===== src/rtl/instruction_fetch.sv =====
// instruction_fetch: IF stage of a 5-stage DLX pipeline.
// Owns the PC, reads a combinational instruction memory and drives the
// IF/ID register (instruc, current_PC = fetch PC + 1). Handles decode-stage
// jump/branch redirects, hazard stalls and a HALT opcode that freezes fetch
// until a resume pulse.
//
// Ports:
//   clock, reset_n        rising-edge clock, async active-low reset
//   imem_addr  (out)      instruction memory address (the PC)
//   imem_data  (in)       instruction word read combinationally at imem_addr
//   stall                 hold PC and IF/ID (redirects ignored)
//   branch_sel/_address   taken branch and its target
//   jump_sel/_address     jump and its target (wins over branch)
//   resume                single-cycle pulse that leaves HALT
//   instruc    (out)      IF/ID instruction register
//   current_PC (out)      IF/ID fetch PC + 1
//   halted     (out)      high while in HALT
//   fetch_count (out)     only with IF_FETCH_COUNT_EN: saturating count of
//                         sequential fetches (halt word included)
//
// Optional feature macro: IF_FETCH_COUNT_EN.
module instruction_fetch #(
    parameter int unsigned         PC_WIDTH    = 10,
    parameter logic [PC_WIDTH-1:0] RESET_PC    = '0,
    parameter logic [5:0]          HALT_OPCODE = 6'b111111
) (
    input  logic                clock,
    input  logic                reset_n,
    output logic [PC_WIDTH-1:0] imem_addr,
    input  logic [31:0]         imem_data,
    input  logic                stall,
    input  logic                branch_sel,
    input  logic [PC_WIDTH-1:0] branch_address,
    input  logic                jump_sel,
    input  logic [PC_WIDTH-1:0] jump_address,
    input  logic                resume,
    output logic [31:0]         instruc,
    output logic [PC_WIDTH-1:0] current_PC,
`ifdef IF_FETCH_COUNT_EN
    output logic                halted,
    output logic [31:0]         fetch_count
`else
    output logic                halted
`endif
);

    localparam int unsigned INSTR_WIDTH = 32;

    typedef enum logic {
        S_RUN  = 1'b0,
        S_HALT = 1'b1
    } state_t;

    state_t                 state;
    state_t                 state_next;
    logic [PC_WIDTH-1:0]    pc;
    logic [PC_WIDTH-1:0]    pc_next;
    logic [PC_WIDTH-1:0]    pc_plus1;
    logic [INSTR_WIDTH-1:0] instruc_next;
    logic [PC_WIDTH-1:0]    current_pc_next;
    logic                   halted_next;
    logic                   fetch_en;

    // PC drives the memory directly; wraps naturally at 2^PC_WIDTH.
    assign imem_addr = pc;
    assign pc_plus1  = pc + PC_WIDTH'(1);

    // State, PC and IF/ID registers.
    always_ff @(posedge clock or negedge reset_n) begin
        if (!reset_n) begin
            state      <= S_RUN;
            pc         <= RESET_PC;
            instruc    <= '0;
            current_PC <= '0;
            halted     <= 1'b0;
        end else begin
            state      <= state_next;
            pc         <= pc_next;
            instruc    <= instruc_next;
            current_PC <= current_pc_next;
            halted     <= halted_next;
        end
    end

    // Next-state and IF/ID selection; stall outranks jump, jump outranks branch.
    always_comb begin
        state_next      = state;
        pc_next         = pc;
        instruc_next    = instruc;
        current_pc_next = current_PC;
        fetch_en        = 1'b0;

        case (state)
            S_RUN: begin
                if (stall) begin
                    // decode-stage instruction not valid yet: hold everything
                end else if (jump_sel) begin
                    pc_next         = jump_address;
                    instruc_next    = '0;
                    current_pc_next = '0;
                end else if (branch_sel) begin
                    pc_next         = branch_address;
                    instruc_next    = '0;
                    current_pc_next = '0;
                end else begin
                    fetch_en        = 1'b1;
                    pc_next         = pc_plus1;
                    instruc_next    = imem_data;
                    current_pc_next = pc_plus1;
                    // Only a halt word that actually reaches IF/ID freezes fetch.
                    if (imem_data[31:26] == HALT_OPCODE) begin
                        state_next = S_HALT;
                    end
                end
            end
            S_HALT: begin
                instruc_next    = '0;
                current_pc_next = '0;
                if (resume) begin
                    state_next = S_RUN;
                end
            end
            default: begin
                state_next = S_RUN;
            end
        endcase

        halted_next = (state_next == S_HALT);
    end

`ifdef IF_FETCH_COUNT_EN
    // Saturating count of sequential fetches.
    always_ff @(posedge clock or negedge reset_n) begin
        if (!reset_n) begin
            fetch_count <= '0;
        end else if (fetch_en && (fetch_count != 32'hFFFF_FFFF)) begin
            fetch_count <= fetch_count + 32'(1);
        end
    end
`endif

endmodule

===== config.mk =====
export PLATFORM = sky130hd
export DESIGN_NAME = instruction_fetch
export DESIGN_NICKNAME = d
export VERILOG_FILES = /design/src/rtl/instruction_fetch.sv
export SDC_FILE = /design/constraint.sdc
export NUM_CORES = 1
export LEC_CHECK = 0
export BUFFER_PORTS_ARGS = -buffer_cell sky130_fd_sc_hd__buf_2
export CORE_UTILIZATION = 40
export CTS_CLUSTER_DIAMETER = 150
export CTS_CLUSTER_SIZE = 8
export DETAILED_ROUTE_END_ITERATION = 8
export HOLD_SLACK_MARGIN = 0.1
export PLACE_DENSITY = 0.72
export SKIP_CTS_REPAIR_TIMING = 1
export SYNTH_ARGS = -nofsm -noshare
export SYNTH_HDL_FRONTEND = slang
export SYNTH_SLANG_ARGS = --single-unit

===== constraint.sdc =====
create_clock -name clock -period 1.65 [get_ports clock]
set_clock_uncertainty 0.05 [all_clocks]
set_input_delay 0.2475 -clock clock [delete_from_list [all_inputs] [get_ports clock]]
set_output_delay 0.2475 -clock clock [all_outputs]
set_load 0.005 [all_outputs]

==> results of run 1 <==
through the flow:
| step | instance area [um^2] | utilization |
|---|---|---|
| 3_5_place_dp | 3020 | 0.546 |
| 2_1_floorplan | 2310 | - |
| 3_3_place_gp | 3020 | 0.546 |
| 4_1_cts | 3120 | 0.563 |
| 5_1_grt | 3170 | 0.573 |
| 6_report | 3170 | 0.573 |
worst paths after layout:
kind	endpoint	slack (ns)	depth (start not counted)
max	instruc[8]	0.10	4
min	instruc[19]	0.11	2
max reg2reg	instruc[8]	0.10	4
min reg2reg	current_PC[6]	0.44	2
max in group asynchronous	imem_addr[3]	0.65	3
min in group asynchronous	state	0.40	2
final cells by class:
type | instances | area (um^2) | share of cell area
inverters | 5 | 18.8 | 0.00591
clock inverters | 3 | 25.0 | 0.00788
multi-input cells | 132 | 917 | 0.289
well taps | 72 | 90.1 | 0.0284
flip-flops and latches | 53 | 1330 | 0.419
repair buffers | 125 | 726 | 0.229
clock buffers | 5 | 68.8 | 0.0217
report_power, final:
group	switching [mW]	total (mW)	internal (mW)
clock network	0.441	0.748	0.307
registers	0.0902	1.49	1.40
logic	0.265	0.542	0.278
flip-flops by register name, indices dropped and copies added (netlist names):
register and cells:
current_PC 10, instruc 32, state 1, imem_addr 10
routing by layer:
layer,wire [um],vias up,track usage
met5,0,-,0
met4,42,0,0.0537
met3,328,4,0.0388
met2,2940,78,0.319
met1,2890,1030,0.296
li1,-,995,-
cells by family (layout without fill, tap and decap cells):
family / count (synthesis) / count (layout) / share of synthesized area
DFF: 53 / 53 / 0.574
and+or+nand+nor: 43 / 43 / 0.0975
AOI/OAI and AO/OA: 77 / 77 / 0.248
buffers and inverters: 16 / 138 / 0.0320
muxes: 3 / 3 / 0.0130
xor gates and xnor gates: 8 / 8 / 0.0303
adders and majority gates: 1 / 1 / 0.00542
cells in the final DEF, fill, tap and decap left out, types with 3 or more instances in the layout:
master	instances
buf_2	110
dfrtp_1	51
a22o_1	36
o21ai_0	20
nand2_1	17
xnor2_1	6
buf_4	6
nor2_1	5
clkbuf_8	5
dlygate4sd3_1	5
inv_1	4
buf_12	4
nand4_1	3
nand3_1	3
o31ai_1	3
a22oi_1	3
mux2i_1	3
a21oi_1	3
critical path, delay by kind of cell (launching register included):
family	cells	cell delay [ns]
buffers and inverters	1	0.21
DFF	1	0.45
and+or+nand+nor	2	0.60
AOI/OAI and AO/OA	1	0.16
cell usage after synthesis (3+ instances only):
cell type / n / area [um^2]
a21oi_1: 3 / 15.0
a22o_1: 36 / 315
a22oi_1: 3 / 22.5
buf_4: 3 / 22.5
clkbuf_1: 6 / 22.5
dfrtp_1: 53 / 1330
inv_1: 4 / 15.0
mux2i_1: 3 / 30.0
nand2_1: 17 / 63.8
nand3_1: 3 / 15.0
nand4_1: 3 / 18.8
nor2_1: 6 / 22.5
o21ai_0: 21 / 105
o31ai_1: 3 / 22.5
xnor2_1: 6 / 52.6
==> flow_metrics.tcl, run 1 <==
set metrics [dict create \
    status "completed" \
    cp-start-kind "register" \
    cp_data_arrival_time_ns 1.73 \
    postSynthAreaPerCell_um2 11.5 \
    worstSetupPathType "register to register" \
    ys_seq_area_frac 0.574 \
    grt_util_all_layers 0.206 \
    finalHoldViolCount 0 \
    finalSetupTns_ns 0 \
    die_h_um 78.0 \
    clock_path_buffers 2 \
    synthFlopType "dfrtp_1" \
    min_path_type "primary input to register" \
    grt_pass1_vias 2010 \
    final_nets 381 \
    stdcell_count 395 \
    drt_iter0_drc 121 \
    dp_cells 382 \
    power_leakage_nw 1.65 \
    syn_area_um2 2310 \
    avgViaCountPerCell 5.33 \
    cp-end-kind "register" \
    p_total_mw 2.78 \
    routedWlPerCell_um 15.7 \
    routabilityCongestion 0.870 \
    io_pins 111 \
    fillCellCount 512 \
    rsz0062_at_grt "false" \
    rows 27 \
    dp_slack_ns 0.0460 \
    die_w_um 78.0 \
    initial_core_util 0.417 \
    clock_sinks 53 \
    synthCells 201 \
    drv_slew 0 \
    drv_cap 0 \
    yosys_warnings 0 \
    finalCriticalPeriod_ns 1.55 \
    design.core.area_um2 5540 \
    r2r-start "state" \
    path_cells "or3_4 > nor2_4 > buf_12 > a22o_1" \
    grt.overflow.total 0 \
    syn-num-nets 260 \
    grt_max_degree 33 \
    startpoint "state" \
    setup_viol 0 \
    cts_tree "yes" \
    hpwl_um 4580 \
    h-tree-depth 2 \
    slowest_delay_ns 0.45 \
    hold_slack_ns 0.110 \
    synth-edff-count 0 \
    diodes 0 \
    fin_ws_ns 0.103 \
    cp_slowest_cell "dfrtp_1" \
    ir_worst_vdd_mv 0.519 \
    worst_pin_slew_ns 0.530 \
    port_buffers 110 \
    required_ns 1.84 \
    syn_to_final_growth_pct 37.4 \
    numCtsBuffers 5 \
    num_vias 2107 \
    drive_gt1_frac 0.424 \
    max_freq_mhz 646 \
    ctsRootBufferMaster "clkbuf_8" \
    ys_types 39 \
    async_reset_ff_frac 1.00 \
    slew_headroom 0.647 \
    period_share 0.938 \
    holdCritStartpoint "imem_data[19]" \
    ys_seq_elements 53 \
    powerDensity_nw_per_um2 876 \
    clk_latency_ns 0.30 \
    grt_pass1_wl_um 9890 \
    antenna_found_initial 0 \
    ant_nets 0 \
    critPathMaxFanout 30 \
    clk_pin_slew_ns 0.10 \
    wirelength_um 6210 \
    drcViolationCount 0 \
    dr.pass1.iters 4 \
    die_area_um2 6080 \
]
Power figures use the tool's default switching activity.
==> run 2, diff against run 1 <==
CTS_CLUSTER_DIAMETER = unset   (was 150)
RECOVER_POWER = 50   (was unset)
SKIP_LAST_GASP = 1   (was unset)
==> run 2 against run 1 <==
Largest power group unchanged. Wire length is 0.26% higher. Critical endpoint unchanged. Register-to-register slack about the same. Via count is 0.66% higher. Sequential power about the same. Power shrank 0.43%. Count of clock-buffer cells in the layout stayed put. Cell count did not move. Utilization shrank 0.79 points. Clock power hardly changed.
==> flow_metrics.tcl, run 2 (same netlist as run 1, synthesis figures left out) <==
set metrics [dict create \
    status "completed" \
    h-tree-depth 2 \
    die_h_um 78.0 \
    fin_ws_ns 0.105 \
    finalCriticalPeriod_ns 1.55 \
    die_w_um 78.0 \
    fillCellCount 520 \
    setup_viol 0 \
    cp-end-kind "register" \
    drv_slew 0 \
    largest_reg_flops 32 \
    cts_tree "yes" \
    drt_iter0_drc 115 \
    clk_latency_ns 0.30 \
    diodes 0 \
    met2WireLength_um 2970 \
    clock_sinks 53 \
    period_share 0.936 \
    hold_slack_ns 0.110 \
    avgViaCountPerCell 5.37 \
    grt_pass1_wl_um 9890 \
    power_leakage_nw 1.59 \
    io_pins 111 \
    dp_slack_ns 0.0460 \
    design.core.area_um2 5540 \
    grt_max_degree 33 \
    syn_to_final_growth_pct 35.5 \
    grt_util_all_layers 0.206 \
    cp_slowest_cell "dfrtp_1" \
    grt_pass1_vias 2010 \
    final_common_cell "buf_2" \
    layout_common_cells "98 x buf_2, 51 x dfrtp_1, 36 x a22o_1, 20 x o21ai_0, 17 x nand2_1" \
    worstSetupPathType "register to register" \
    rows 27 \
    slew_headroom 0.662 \
    clock_path_buffers 2 \
    finalSetupTns_ns 0 \
    dr.max_layer_used "met4" \
    rsz0062_at_grt "false" \
    wirelength_um 6220 \
    initial_core_util 0.417 \
    required_ns 1.84 \
    r2r_cells 4 \
    dr_wl_met3_um 326 \
    max_freq_mhz 647 \
    numCtsBuffers 5 \
    cp-start-kind "register" \
    ant_nets 0 \
    routedWlPerCell_um 15.7 \
    powerDensity_nw_per_um2 884 \
    hpwl_um 4580 \
    finalHoldViolCount 0 \
    hold_depth 2 \
    die_area_um2 6080 \
    drcViolationCount 0 \
    ctsRootBufferMaster "clkbuf_8" \
    cp_data_arrival_time_ns 1.73 \
    drv_cap 0 \
    placed_cell_area_um2 3020 \
    critPathMaxFanout 30 \
    final_nets 381 \
    dr.pass1.iters 4 \
    slowest_delay_ns 0.45 \
    clk_pin_slew_ns 0.10 \
    regMostFlops "instruc" \
    port_buffers 110 \
    min_path_type "primary input to register" \
    met1_length_um 2880 \
    grt.overflow.total 0 \
    worst_pin_slew_ns 0.508 \
    drive_gt1_frac 0.390 \
    antenna_found_initial 0 \
    design_area_um2 3130 \
    path_cells "or3_4 > nor2_4 > buf_12 > a22o_1" \
    num_vias 2121 \
    routabilityCongestion 0.870 \
    ir_worst_vdd_mv 0.519 \
]
run 2: per-layer routing:
metal / GRT usage / vias to the layer above
met5: 0 / -
met4: 0.0537 / 0
met3: 0.0388 / 6
met2: 0.319 / 78
met1: 0.296 / 1042
li1: - / 995
run 2: cell type report:
cell class	instances	area, um^2	area share
Clock buffer	5	68.8	0.0220
Clock inverter	3	25.0	0.00799
Inverter	5	18.8	0.00600
Multi-Input combinational cell	132	917	0.293
Sequential cell	53	1330	0.424
Tap cell	72	90.1	0.0288
Timing Repair Buffer	125	682	0.218
run 2: final timing paths:
path / startpoint / endpoint / slack [ns]
max: state / instruc[8] / 0.10
min reg2reg: current_PC[6] / current_PC[6] / 0.44
max reg2reg: state / instruc[8] / 0.10
min: imem_data[19] / instruc[19] / 0.11
min in group asynchronous: reset_n / state / 0.39
max in group asynchronous: reset_n / imem_addr[3] / 0.32
run 2: where the power goes:
part	total, mW	leakage [nW]	internal (mW)	switching (mW)
clock network	0.749	0.0447	0.307	0.442
logic	0.529	0.849	0.265	0.264
registers	1.49	0.697	1.40	0.0911
total	2.77	1.59	1.97	0.797
run 2: stage by stage:
step	cells	util	total power, mW
floorplan	201	-	1.74
global placement	382	0.546	2.03
finish	395	0.565	2.77
detailed placement	382	0.546	2.04
CTS	390	0.563	2.79
global route	395	0.565	2.91
run 2: critical path: cells and delay by family (launching register included):
family / cells / cell delay [ns]
buffers and inverters: 1 / 0.21
AO/OA/AOI/OAI: 1 / 0.16
AND/OR/NAND/NOR: 2 / 0.60
flip-flops: 1 / 0.45
==> run 3, diff against run 2 <==
CORE_MARGIN = 2   (was unset)
==> run 3 against run 2 <==
Combinational power decreased by 2%. Maximum frequency decreased by 2.8%. Utilization increased by 0.27 points. First-iteration DRC count increased by 40%. Non-clock buffer count decreased by 3. Power increased by 4.4%. Flip-flop and latch count unchanged. Clock power increased by 18%. Global-route usage decreased by 1.6 points. Sequential share of layout area decreased by 0.28 points. Critical path type unchanged. Highest routed layer unchanged.
==> flow_metrics.tcl, run 3 (same netlist as run 1, synthesis figures left out) <==
set metrics [dict create \
    drv_cap 0 \
    num_vias 2051 \
    finalHoldViolCount 0 \
    ctsRootBufferMaster "clkbuf_8" \
    dr.pass1.iters 4 \
    largest_reg_flops 32 \
    final_util 0.568 \
    grt_max_degree 54 \
    holdCritStartpoint "imem_data[13]" \
    slew_headroom 0.527 \
    dp_slack_ns 0.0391 \
    cp-end-kind "register" \
    met3_usage 0.0192 \
    busiest_layer "met2" \
    routabilityCongestion 0.875 \
    grt_pass1_vias 1957 \
    grtUsageMet1 0.277 \
    routedWlPerCell_um 15.4 \
    rsz0062_at_grt "true" \
    drt_iter0_drc 161 \
    critPathMaxFanout 5 \
    avgViaCountPerCell 5.23 \
    pwr-share-clk 0.305 \
    clk_pin_slew_ns 0.10 \
    clk_latency_ns 0.30 \
    worstSetupPathType "register to register" \
    required_ns 1.79 \
    cp_data_arrival_time_ns 1.73 \
    sw_frac_of_total 0.268 \
    io_pins 111 \
    final_nets 378 \
    syn_to_final_growth_pct 36.2 \
    internal_power_mw 2.12 \
    rows 27 \
    period_share 0.964 \
    grtUsageMet2 0.297 \
    drive_gt1_frac 0.400 \
    clock_sinks 53 \
    h-tree-depth 2 \
    drv_slew 0 \
    comb_power_share 0.179 \
    port_buffers 110 \
    die_h_um 80.0 \
    startpoint "imem_addr[1]" \
    r2r-start "imem_addr[1]" \
    final_common_cell "buf_2" \
    regMostFlops "instruc" \
    min_path_type "primary input to register" \
    die_w_um 80.0 \
    clock_path_buffers 2 \
    cts_tree "yes" \
    initial_core_util 0.417 \
    power_leakage_nw 1.61 \
    drcViolationCount 0 \
    grt_pass1_wl_um 9510 \
    ant_nets 0 \
    grt.overflow.total 0 \
    setup_viol 0 \
    antenna_found_initial 0 \
    die_area_um2 6400 \
    grt_util_all_layers 0.190 \
    wirelength_um 6050 \
    powerDensity_nw_per_um2 919 \
    max_freq_mhz 629 \
    seq_power_share 0.516 \
    finalCriticalPeriod_ns 1.59 \
    p_switching_uw 774 \
    hpwl_um 4350 \
    fin_ws_ns 0.0602 \
    status "completed" \
    cp-start-kind "register" \
    numCtsBuffers 5 \
    ir_worst_vdd_mv 0.430 \
    design.core.area_um2 5540 \
    layout_common_cells "104 x buf_2, 53 x dfrtp_1, 36 x a22o_1, 20 x o21ai_0, 17 x nand2_1" \
    diodes 0 \
    worst_pin_slew_ns 0.709 \
]
run 3: cell count changes in the layout (fill, tap and decap cells not counted), moves of 2 or more:
cell / delta
clkbuf_2: -3
clkbuf_1: -5
dfrtp_2: -2
buf_2: +6
dfrtp_1: +2
buf_4: -2
run 3: final cells by class:
type	instances	area, um^2
well taps	72	90.1
multi-input cells	132	927
fillers	493	2390
inverters	5	18.8
flip-flops and latches	53	1330
repair buffers	122	671
clock buffers	5	68.8
clock inverters	3	43.8
run 3: metrics by stage:
step	hold slack (ns)	std cells	area [um^2]	total power, mW	TNS [ns]
floorplan	-0.0981	201	2310	1.74	0
global placement	0.209	379	2990	2.02	0
detailed placement	0.212	379	2990	2.03	0
CTS	-0.119	387	3100	2.91	0
global route	0.103	392	3150	3.05	-0.0207
finish	0.110	392	3150	2.89	0
run 3: routing by layer:
metal  vias to the layer above  wire length, um  share of wire
li1                        991                -              -
met1                       977             2700           0.45
met2                        78             2970           0.49
met3                         5              309          0.051
met4                         0               72          0.012
met5                         -                0              0
run 3: critical path, cell delays in order (launching register included):
cell and delay, ns:
dfrtp_1 0.44, ha_2 0.23, and4_4 0.24, nand4_1 0.19, xnor2_1 0.26, o21ai_1 0.07
run 3: power groups by stage:
| stage | clock [mW] | combinational (mW) | sequential [mW] |
|---|---|---|---|
| after CTS | 0.907 | 0.518 | 1.49 |
| after floorplan | 0 | 0.226 | 1.51 |
| after global routing | 0.971 | 0.576 | 1.51 |
| final | 0.881 | 0.518 | 1.49 |
| after global placement | 0 | 0.508 | 1.51 |
| after detailed placement | 0 | 0.516 | 1.51 |
run 3: final timing paths:
kind	to	slack [ns]	cells after the start
worst max register to register	current_PC[8]	0.06	5
min in group asynchronous	imem_addr[4]	0.61	3
worst min-delay path	instruc[13]	0.11	2
max in group asynchronous	instruc[2]	0.47	3
worst min register to register	current_PC[5]	0.44	2
worst max-delay path	current_PC[8]	0.06	5
